==> src/rtl/lock_seq_ctrl_if.sv <==
// lock_seq_ctrl_if: keypad/code inputs and status outputs of the combination lock sequencer.
// Signals:
//   strobe    key-held level from the key synchronizer
//   key       key code: 0-15 digit, 16 start/relock, 17 clear
//   code      stored combination, digit 0 in code[31:28], digit 7 in code[3:0]
//   state_o   IDLE=0 ENTRY=1 OPEN=2 LOCKOUT=3 ALARM=4
//   digit_idx index of the next digit expected
//   fails     consecutive failed attempts
//   timer     remaining LOCKOUT or entry-timeout cycles
//   unlock    high in OPEN
//   alarm     high in ALARM
// master drives the keypad side, slave is the lock controller.
interface lock_seq_ctrl_if;
    logic        strobe;
    logic [4:0]  key;
    logic [31:0] code;
    logic [2:0]  state_o;
    logic [2:0]  digit_idx;
    logic [1:0]  fails;
    logic [9:0]  timer;
    logic        unlock;
    logic        alarm;
    modport master (output strobe, key, code,
                    input  state_o, digit_idx, fails, timer, unlock, alarm);
    modport slave  (input  strobe, key, code,
                    output state_o, digit_idx, fails, timer, unlock, alarm);
endinterface

==> src/rtl/lock_seq_ctrl.sv <==
// lock_seq_ctrl: 8-digit combination lock sequencer with lockout and permanent alarm.
// Ports:
//   clk  system clock
//   rst  synchronous active-high reset
//   bus  lock_seq_ctrl_if.slave (strobe/key/code in; state_o/digit_idx/fails/timer/unlock/alarm out)
// Parameters: MAX_FAILS (1..3), LOCKOUT_CYC (1..1023), TIMEOUT_CYC (1..1023).
// Optional feature: define ENTRY_TIMEOUT_EN to abort ENTRY after TIMEOUT_CYC idle cycles.
module lock_seq_ctrl #(
    parameter int MAX_FAILS   = 3,
    parameter int LOCKOUT_CYC = 1000,
    parameter int TIMEOUT_CYC = 500
) (
    input logic              clk,
    input logic              rst,
    lock_seq_ctrl_if.slave   bus
);
    typedef enum logic [2:0] {
        S_IDLE    = 3'd0,
        S_ENTRY   = 3'd1,
        S_OPEN    = 3'd2,
        S_LOCKOUT = 3'd3,
        S_ALARM   = 3'd4
    } state_t;

    if (MAX_FAILS < 1 || MAX_FAILS > 3 || LOCKOUT_CYC < 1 || LOCKOUT_CYC > 1023 ||
        TIMEOUT_CYC < 1 || TIMEOUT_CYC > 1023) begin : g_bad_cfg
        $error("lock_seq_ctrl: parameter out of legal range");
    end

    localparam logic [9:0] LOCK_T = 10'(LOCKOUT_CYC);
`ifdef ENTRY_TIMEOUT_EN
    localparam logic [9:0] ENTRY_T = 10'(TIMEOUT_CYC);
`else
    localparam logic [9:0] ENTRY_T = 10'd0;
`endif

    state_t      r_state, w_state_n;
    logic        r_strobe_q, r_mis, w_mis_n, r_unlock, r_alarm;
    logic [2:0]  r_idx, w_idx_n;
    logic [1:0]  r_fails, w_fails_n;
    logic [9:0]  r_timer, w_timer_n;
    logic        w_key_evt, w_digit, w_clear, w_miss, w_last_fail, w_fail, w_expire;
    logic [3:0]  w_nib;
    logic [9:0]  w_tick;

    assign w_key_evt   = bus.strobe & ~r_strobe_q;
    assign w_digit     = w_key_evt & ~bus.key[4];
    assign w_clear     = w_key_evt & (bus.key == 5'd17);
    // ~r_idx == 7 - r_idx, so the shift brings the nibble for r_idx down to bits [3:0]
    assign w_nib       = 4'(bus.code >> {~r_idx, 2'b00});
    assign w_miss      = r_mis | (bus.key[3:0] != w_nib);
    assign w_last_fail = ({1'b0, r_fails} + 3'd1) == 3'(MAX_FAILS);
`ifdef ENTRY_TIMEOUT_EN
    assign w_expire    = r_timer == 10'd1;
    assign w_tick      = r_timer - 10'd1;
`else
    assign w_expire    = 1'b0;
    assign w_tick      = 10'd0;
`endif

    always_comb begin
        w_state_n = r_state;
        w_idx_n   = r_idx;
        w_fails_n = r_fails;
        w_timer_n = r_timer;
        w_mis_n   = r_mis;
        w_fail    = 1'b0;
        case (r_state)
            S_IDLE: if (w_key_evt && bus.key == 5'd16) begin
                w_state_n = S_ENTRY;
                w_idx_n   = 3'd0;
                w_mis_n   = 1'b0;
                w_timer_n = ENTRY_T;
            end
            S_ENTRY: begin
                // timeout expiry wins over a key arriving in the same cycle
                if (w_expire) w_fail = 1'b1;
                else if (w_digit) begin
                    w_idx_n   = r_idx + 3'd1;
                    w_mis_n   = w_miss;
                    w_timer_n = ENTRY_T;
                    if (r_idx == 3'd7) begin
                        if (w_miss) w_fail = 1'b1;
                        else begin
                            w_state_n = S_OPEN;
                            w_fails_n = 2'd0;
                            w_idx_n   = 3'd0;
                            w_mis_n   = 1'b0;
                            w_timer_n = 10'd0;
                        end
                    end
                end
                else if (w_clear) begin
                    w_idx_n   = 3'd0;
                    w_mis_n   = 1'b0;
                    w_timer_n = ENTRY_T;
                end
                else w_timer_n = w_tick;
            end
            S_OPEN: if (w_key_evt && bus.key == 5'd16) w_state_n = S_IDLE;
            S_LOCKOUT: begin
                w_timer_n = r_timer - 10'd1;
                if (r_timer == 10'd1) w_state_n = S_IDLE;
            end
            S_ALARM: ;
            default: w_state_n = S_IDLE;
        endcase
        if (w_fail) begin
            w_idx_n   = 3'd0;
            w_mis_n   = 1'b0;
            w_state_n = w_last_fail ? S_ALARM : S_LOCKOUT;
            w_fails_n = w_last_fail ? 2'(MAX_FAILS) : r_fails + 2'd1;
            w_timer_n = w_last_fail ? 10'd0 : LOCK_T;
        end
    end

    always_ff @(posedge clk) begin
        if (rst) begin
            r_state    <= S_IDLE;
            r_idx      <= 3'd0;
            r_fails    <= 2'd0;
            r_timer    <= 10'd0;
            r_mis      <= 1'b0;
            r_strobe_q <= 1'b0;
            r_unlock   <= 1'b0;
            r_alarm    <= 1'b0;
        end else begin
            r_state    <= w_state_n;
            r_idx      <= w_idx_n;
            r_fails    <= w_fails_n;
            r_timer    <= w_timer_n;
            r_mis      <= w_mis_n;
            r_strobe_q <= bus.strobe;
            r_unlock   <= w_state_n == S_OPEN;
            r_alarm    <= w_state_n == S_ALARM;
        end
    end

    assign bus.state_o   = r_state;
    assign bus.digit_idx = r_idx;
    assign bus.fails     = r_fails;
    assign bus.timer     = r_timer;
    assign bus.unlock    = r_unlock;
    assign bus.alarm     = r_alarm;
endmodule

==> src/flat_wrapper.sv <==
// flat-port wrapper written by rule: the top's interface ports become plain ports
module lock_seq_ctrl_flat 
#(
    parameter int MAX_FAILS   = 3,
    parameter int LOCKOUT_CYC = 1000,
    parameter int TIMEOUT_CYC = 500
)
  (clk, rst, bus_strobe, bus_key, bus_code, bus_state_o, bus_digit_idx, bus_fails, bus_timer, bus_unlock, bus_alarm);
  lock_seq_ctrl_if bus_i ();
  input logic clk;
  input logic rst;
  input wire logic [$bits(bus_i.strobe)-1:0] bus_strobe;
  input wire logic [$bits(bus_i.key)-1:0] bus_key;
  input wire logic [$bits(bus_i.code)-1:0] bus_code;
  output wire logic [$bits(bus_i.state_o)-1:0] bus_state_o;
  output wire logic [$bits(bus_i.digit_idx)-1:0] bus_digit_idx;
  output wire logic [$bits(bus_i.fails)-1:0] bus_fails;
  output wire logic [$bits(bus_i.timer)-1:0] bus_timer;
  output wire logic [$bits(bus_i.unlock)-1:0] bus_unlock;
  output wire logic [$bits(bus_i.alarm)-1:0] bus_alarm;
  assign bus_i.strobe = bus_strobe;
  assign bus_i.key = bus_key;
  assign bus_i.code = bus_code;
  assign bus_state_o = bus_i.state_o;
  assign bus_digit_idx = bus_i.digit_idx;
  assign bus_fails = bus_i.fails;
  assign bus_timer = bus_i.timer;
  assign bus_unlock = bus_i.unlock;
  assign bus_alarm = bus_i.alarm;
  lock_seq_ctrl #(.MAX_FAILS(MAX_FAILS), .LOCKOUT_CYC(LOCKOUT_CYC), .TIMEOUT_CYC(TIMEOUT_CYC)) u_core (.clk(clk), .rst(rst), .bus(bus_i));
endmodule
==> config.mk <==
export PLATFORM = sky130hd
export DESIGN_NAME = lock_seq_ctrl_flat
export DESIGN_NICKNAME = d
export VERILOG_FILES = /design/src/rtl/lock_seq_ctrl_if.sv /design/src/rtl/lock_seq_ctrl.sv /design/src/flat_wrapper.sv
export SDC_FILE = /design/constraint.sdc
export NUM_CORES = 1
export LEC_CHECK = 0
export CORE_ASPECT_RATIO = 1.75
export CORE_MARGIN = 1
export CORE_UTILIZATION = 46
export CTS_BUF_LIST = sky130_fd_sc_hd__clkbuf_4 sky130_fd_sc_hd__clkbuf_8 sky130_fd_sc_hd__clkbuf_16
export DETAILED_ROUTE_END_ITERATION = 10
export HOLD_SLACK_MARGIN = 0.12
export PLACE_DENSITY = 0.91
export SYNTH_ARGS = -nofsm -noshare
export SYNTH_HDL_FRONTEND = slang
export SYNTH_SLANG_ARGS = --single-unit
==> constraint.sdc <==
create_clock -name clk -period 7.8 [get_ports clk]
set_input_delay 2.34 -clock clk [delete_from_list [all_inputs] [get_ports clk]]
set_output_delay 2.34 -clock clk [all_outputs]
set_load 0.01 [all_outputs]
[Word-level counts from Yosys, hierarchy flattened]
Cells that the tools add are included.
Word-level totals
  register bits after elaboration: 22
  output and inout port bits: 20
  bits of input ports: 40
  logic and storage cells: 81
Operators by class
  multiplexer cells: 34
  shift-type cells: 1
  reductions and logical operators: 11
  bitwise operators: 7
  $add $sub $neg: 4
  equality and inequality tests: 16
Operators with widths (number)
  3-bit two-way mux: 13
  32-bit by 5-bit >> shifter with 4-bit output: 1
  10-bit two-way mux: 3
  10-bit one-hot mux with 3 select lines: 1
  3-bit one-hot mux with 5 select lines: 1
  3-bit by 2-bit == test with 1-bit output (second input constant): 4
  2-bit two-way mux: 6
  10-bit by 1-bit == test with 1-bit output (second input constant): 1
  5-bit == test (second input constant): 2
  10-bit by 1-bit subtractor with 10-bit output (second input constant): 1
  3-bit == test (second input constant): 3
  1-bit two-way mux: 8
  2-bit nonzero test: 4
  3-bit by 1-bit inequality test with 1-bit output (second input constant): 2
  3-bit one-hot mux with 2 select lines: 1
  4-bit inequality test: 1
  4-bit AND reduction: 1
  4-bit nonzero test: 1
  2-bit by 1-bit adder with 3-bit output (second input constant): 1
  3-bit by 1-bit adder with 3-bit output (second input constant): 1
  1-bit AND: 3
  3-bit by 1-bit == test with 1-bit output (second input constant): 1
  3-bit logical NOT: 1
  3-bit NOT: 1
  other kinds (10): 11

[Depth between registers and ports, before layout]
  depth in word-level cells: 10
  depth in mapped cells: 9
  mapped depth without buffers: 8

[Worst setup path before layout]
No wires, ideal clock.
  kind: input-to-reg
  start point: input port bus_code[1]
  end point: register u_core.r_mis
  buffers on the path: 1
  data arrival time: 3912 ps
  slack: 3736 ps
  setup time: 151 ps
  required time: 7649 ps
  stages on the path: 7
  cells stage by stage: mux4_2 > mux2i_1 > xnor2_1 > or4_4 > buf_6 > a22oi_2 > a311oi_2
Between the ends
  cells in the longest elaborated chain, start to end: 8
  elaborated cells between the ends (all ways): 11
  classes of those cells: 1 x eq/ne; 1 x shift; 7 x mux; 1 x bitwise; 1 x reduce/logical
Ends and longest elaborated chain
  start, declared: line flat_wrapper.sv:14  | input wire logic [$bits(bus_i.code)-1:0] bus_code;
  32-bit by 5-bit >> shifter with 4-bit output *: line lock_seq_ctrl.sv:50  | assign w_nib = 4'(bus.code >> {~r_idx, 2'b00});
  4-bit inequality test *: line lock_seq_ctrl.sv:51  | assign w_miss = r_mis | (bus.key[3:0] != w_nib);
  1-bit OR *: line lock_seq_ctrl.sv:51
  1-bit two-way mux: line lock_seq_ctrl.sv:83  | if (w_miss) w_fail = 1'b1;
  1-bit two-way mux: line lock_seq_ctrl.sv:82  | if (r_idx == 3'd7) begin
  1-bit two-way mux: line lock_seq_ctrl.sv:78  | else if (w_digit) begin
  1-bit two-way mux: line lock_seq_ctrl.sv:68  | case (r_state)
  2-bit OR reduction (no line)
  end signal, assigned: line lock_seq_ctrl.sv:132  | r_mis <= w_mis_n;
  end, declared: line lock_seq_ctrl.sv:38  | logic r_strobe_q, r_mis, w_mis_n, r_unlock, r_alarm;
Every way passes the cells marked *; elsewhere a longest branch is shown, timed or not.
A chain may end at the register's enable or synchronous reset.

[Worst setup path in the final report]
  start point: input port bus_code[13]
  end point: register u_core.r_state[0] (netlist: u_core.bus.state_o[0])
Between the ends
  cells in the longest elaborated chain, start to end: 8
  elaborated cells between the ends (all ways): 12
  classes of those cells: 1 x eq/ne; 1 x shift; 9 x mux; 1 x bitwise
Ends and longest elaborated chain
  32-bit by 5-bit >> shifter with 4-bit output *: line lock_seq_ctrl.sv:50
  4-bit inequality test *: line lock_seq_ctrl.sv:51
  1-bit OR *: line lock_seq_ctrl.sv:51
  3-bit two-way mux / 1-bit two-way mux (equally long branches): line lock_seq_ctrl.sv:83
  3-bit two-way mux / 1-bit two-way mux (equally long branches): line lock_seq_ctrl.sv:82
  3-bit two-way mux / 1-bit two-way mux (equally long branches): line lock_seq_ctrl.sv:78
  3-bit one-hot mux with 5 select lines / 1-bit two-way mux (equally long branches): line lock_seq_ctrl.sv:68
  3-bit two-way mux *: line lock_seq_ctrl.sv:108  | if (w_fail) begin
  end signal, assigned: line lock_seq_ctrl.sv:128  | r_state <= w_state_n;
  end, declared: line lock_seq_ctrl.sv:37  | state_t r_state, w_state_n;
Marked as above.

==> results by group <==
Worst setup path
  – Req. time, crit path: 7920 ps
  – Crit end category: flop
  – Data arrival time of the critical path: 4450 ps
  – Setup CP Type: in2reg
  – Crit Path Max Fanout: 10
  – Critical path launch point type: input port

Die
  – Die Ht: 77.3 um
  – Starting Density: 0.480
  – Die Wd: 45.0 um
  – Ports: 60
  – DIE AREA: 3480 um^2
  – Rows: 27
  – Core Area: 3110 um^2

Detailed routing
  – # DRC: 3
  – WL/cell: 15.4 um
  – Wirelength, routed: 3960 um
  – Remaining antenna violation count: 0
  – DR vias/cell: 5.74
  – 1st-iter DRT viols: 55
  – Via Count: 1476
  – First-pass DRT Iterations: 10

Clock tree
  – CTS tree: built
  – Post-CTS Setup Bufs: 0
  – Clk root buf: clkbuf_8
  – Clock Latency Late Sink: 270 ps
  – CTS buffer count: 3
  – CTS Hold Buffers Added: 0
  – Htree depth: 1
  – Worst-path clk slew: 80 ps
  – Clock sink count: 22
  – Clk buf depth: 2
  – Post-CTS Resized: 0

Layout
  – Commonest non-fill, non-tap cell in the layout: clkdlybuf4s50_1
  – Antenna Cells: 0
  – Layout cell share with drive strength beyond 1: 0.103
  – Nets: 260
  – Most frequent cells in the layout: clkdlybuf4s50_1 (59), dfxtp_1 (22), mux2i_1 (14), nor2_1 (13), a21oi_1 (13)
  – Syn-to-layout area delta: 42.8%

Synth
  – Mapped Cells: 162
  – Main area contributors after synthesis: dfxtp_1 (30%), mux2i_1 (9.4%), mux4_2 (7.6%)
  – Area of the mapped netlist: 1490 um^2
  – Register bit total from synthesis: 22
  – Yosys top cell area share: 0.295
  – Synthesized Nets: 207
  – Syn avg cell area: 9.21 um^2
  – Area leader, netlist: dfxtp_1
  – Post-synth cell types: 44
  – Post-synth ARST share: 0
  – Register area share after synthesis: 0.295
  – YS warnings: 0
  – Main synth FF type: dfxtp_1
  – Number of flops mapped to enable cells by yosys: 0

Timing
  – Skew final: 3.88 ps
  – Final hold viol count: 0
  – Hold_ws: 575 ps
  – Final worst path period share: 0.556
  – Max Freq: 0.231 GHz
  – Rel. slew slack: 0.390
  – Least-Margin Pin Slew: 914 ps
  – Fin crit period: 4330 ps
  – RSZ-0062 raised after global routing: no
  – Final setup TNS: 0 ps
  – Count of pins over their slew limit: 0
  – Setup-failing EPs final: 0

Run status
  – Violated checks: DRC
  – Status: complete, but fails checks

Pwr
  – Maximum vdd drop: 0.0940 mV
  – Static Leak: 0.714 nW
  – PD cells: 108 nW/um^2

Placement
  – Detail Placement HPWL: 3110 um
  – Routability cong.: 0.756
  – Port bufs: 59

GRT
  – First-pass GRT wire length: 6260 um
  – Vias in the first global route: 1420
  – All-Layer GR Usage: 0.243
  – Initial antenna violation count: 0
  – Global route total overflow: 0
  – Largest net degree at the start of global routing: 23

Flow run
  – MaxCap Viol Count: 0

Hold path
  – Path type of the worst min-delay path: reg2reg
-- state kept, by name, indices dropped and copies added, names as in the netlist --
signal,flops
u_core.bus.fails,2
u_core.bus.digit_idx,3
u_core.r_mis,1
u_core.bus.timer,10
u_core.bus.alarm,1
u_core.bus.state_o,3
u_core.r_strobe_q,1
u_core.bus.unlock,1
-- cells by family after synthesis --
logic type | share of synthesized area
DFF | 0.295
adders and majority gates | 0.0419
and+or+nand+nor | 0.195
xor gates and xnor gates | 0.0235
buffers and inverters | 0.0562
muxes | 0.169
AOI/OAI and AO/OA | 0.218
-- cells in the mapped netlist (all sizes together), types with 5 or more instances --
cell,n
a21oi,13
a22oi,6
buf,6
clkbuf,5
dfxtp,22
ha,5
inv,6
mux2i,14
mux4,5
nand2,7
nor2,13
o21ai,7
-- worst paths after layout --
check / from / end / slack (ps) / cells past startpoint
worst max-delay path: bus_code[13] / u_core.bus.state_o[0] / 3470 / 7
worst min-delay path: u_core.bus.fails[1] / u_core.bus.fails[1] / 570 / 2
worst max register to register: u_core.bus.digit_idx[0] / u_core.bus.state_o[0] / 4920 / 6
worst min register to register: u_core.bus.fails[1] / u_core.bus.fails[1] / 570 / 2
-- metal layers --
layer | part of all wire | track usage | vias up | routed length [um]
met4 | 0.021 | 0.0909 | 0 | 84
met3 | 0.028 | 0.0235 | 8 | 111
met2 | 0.61 | 0.481 | 49 | 2430
met5 | 0 | 0 | - | 0
li1 | - | - | 725 | -
met1 | 0.34 | 0.232 | 694 | 1340
-- per-stage QoR --
| step | worst slack [ps] | cells | util | power (mW) | instance area, um^2 |
|---|---|---|---|---|---|
| after floorplan | 3740 | 162 | - | 0.128 | 1490 |
| after global placement | 3240 | 253 | 0.667 | 0.148 | 2070 |
| after detailed placement | 3180 | 253 | 0.667 | 0.150 | 2070 |
| after CTS | 3460 | 257 | 0.685 | 0.229 | 2130 |
| after global routing | 3380 | 257 | 0.685 | 0.237 | 2130 |
| final | 3470 | 257 | 0.685 | 0.230 | 2130 |
-- area by class of cell --
| type | count | area [um^2] |
|---|---|---|
| Clock buffer | 4 | 55.1 |
| Fill cell | 261 | 978 |
| Inverter | 6 | 22.5 |
| Multi-Input combinational cell | 123 | 967 |
| Sequential cell | 22 | 440 |
| Tap cell | 43 | 53.8 |
| Timing Repair Buffer | 59 | 591 |
-- critical path: stages --
cell             delay (ps)
clkdlybuf4s50_1         440
mux4_2                  470
mux2i_1                 180
xnor2_1                 100
or4_4                   620
nand4_2                 210
a31oi_1                  90
-- power breakdown --
group          total [mW]  leakage [nW]  switching (mW)  internal (mW)
combinational      0.0342         0.508          0.0107         0.0235
sequential          0.113         0.177        0.000437          0.113
clock              0.0832        0.0288          0.0382         0.0451
(Power assumes the default switching activity.)
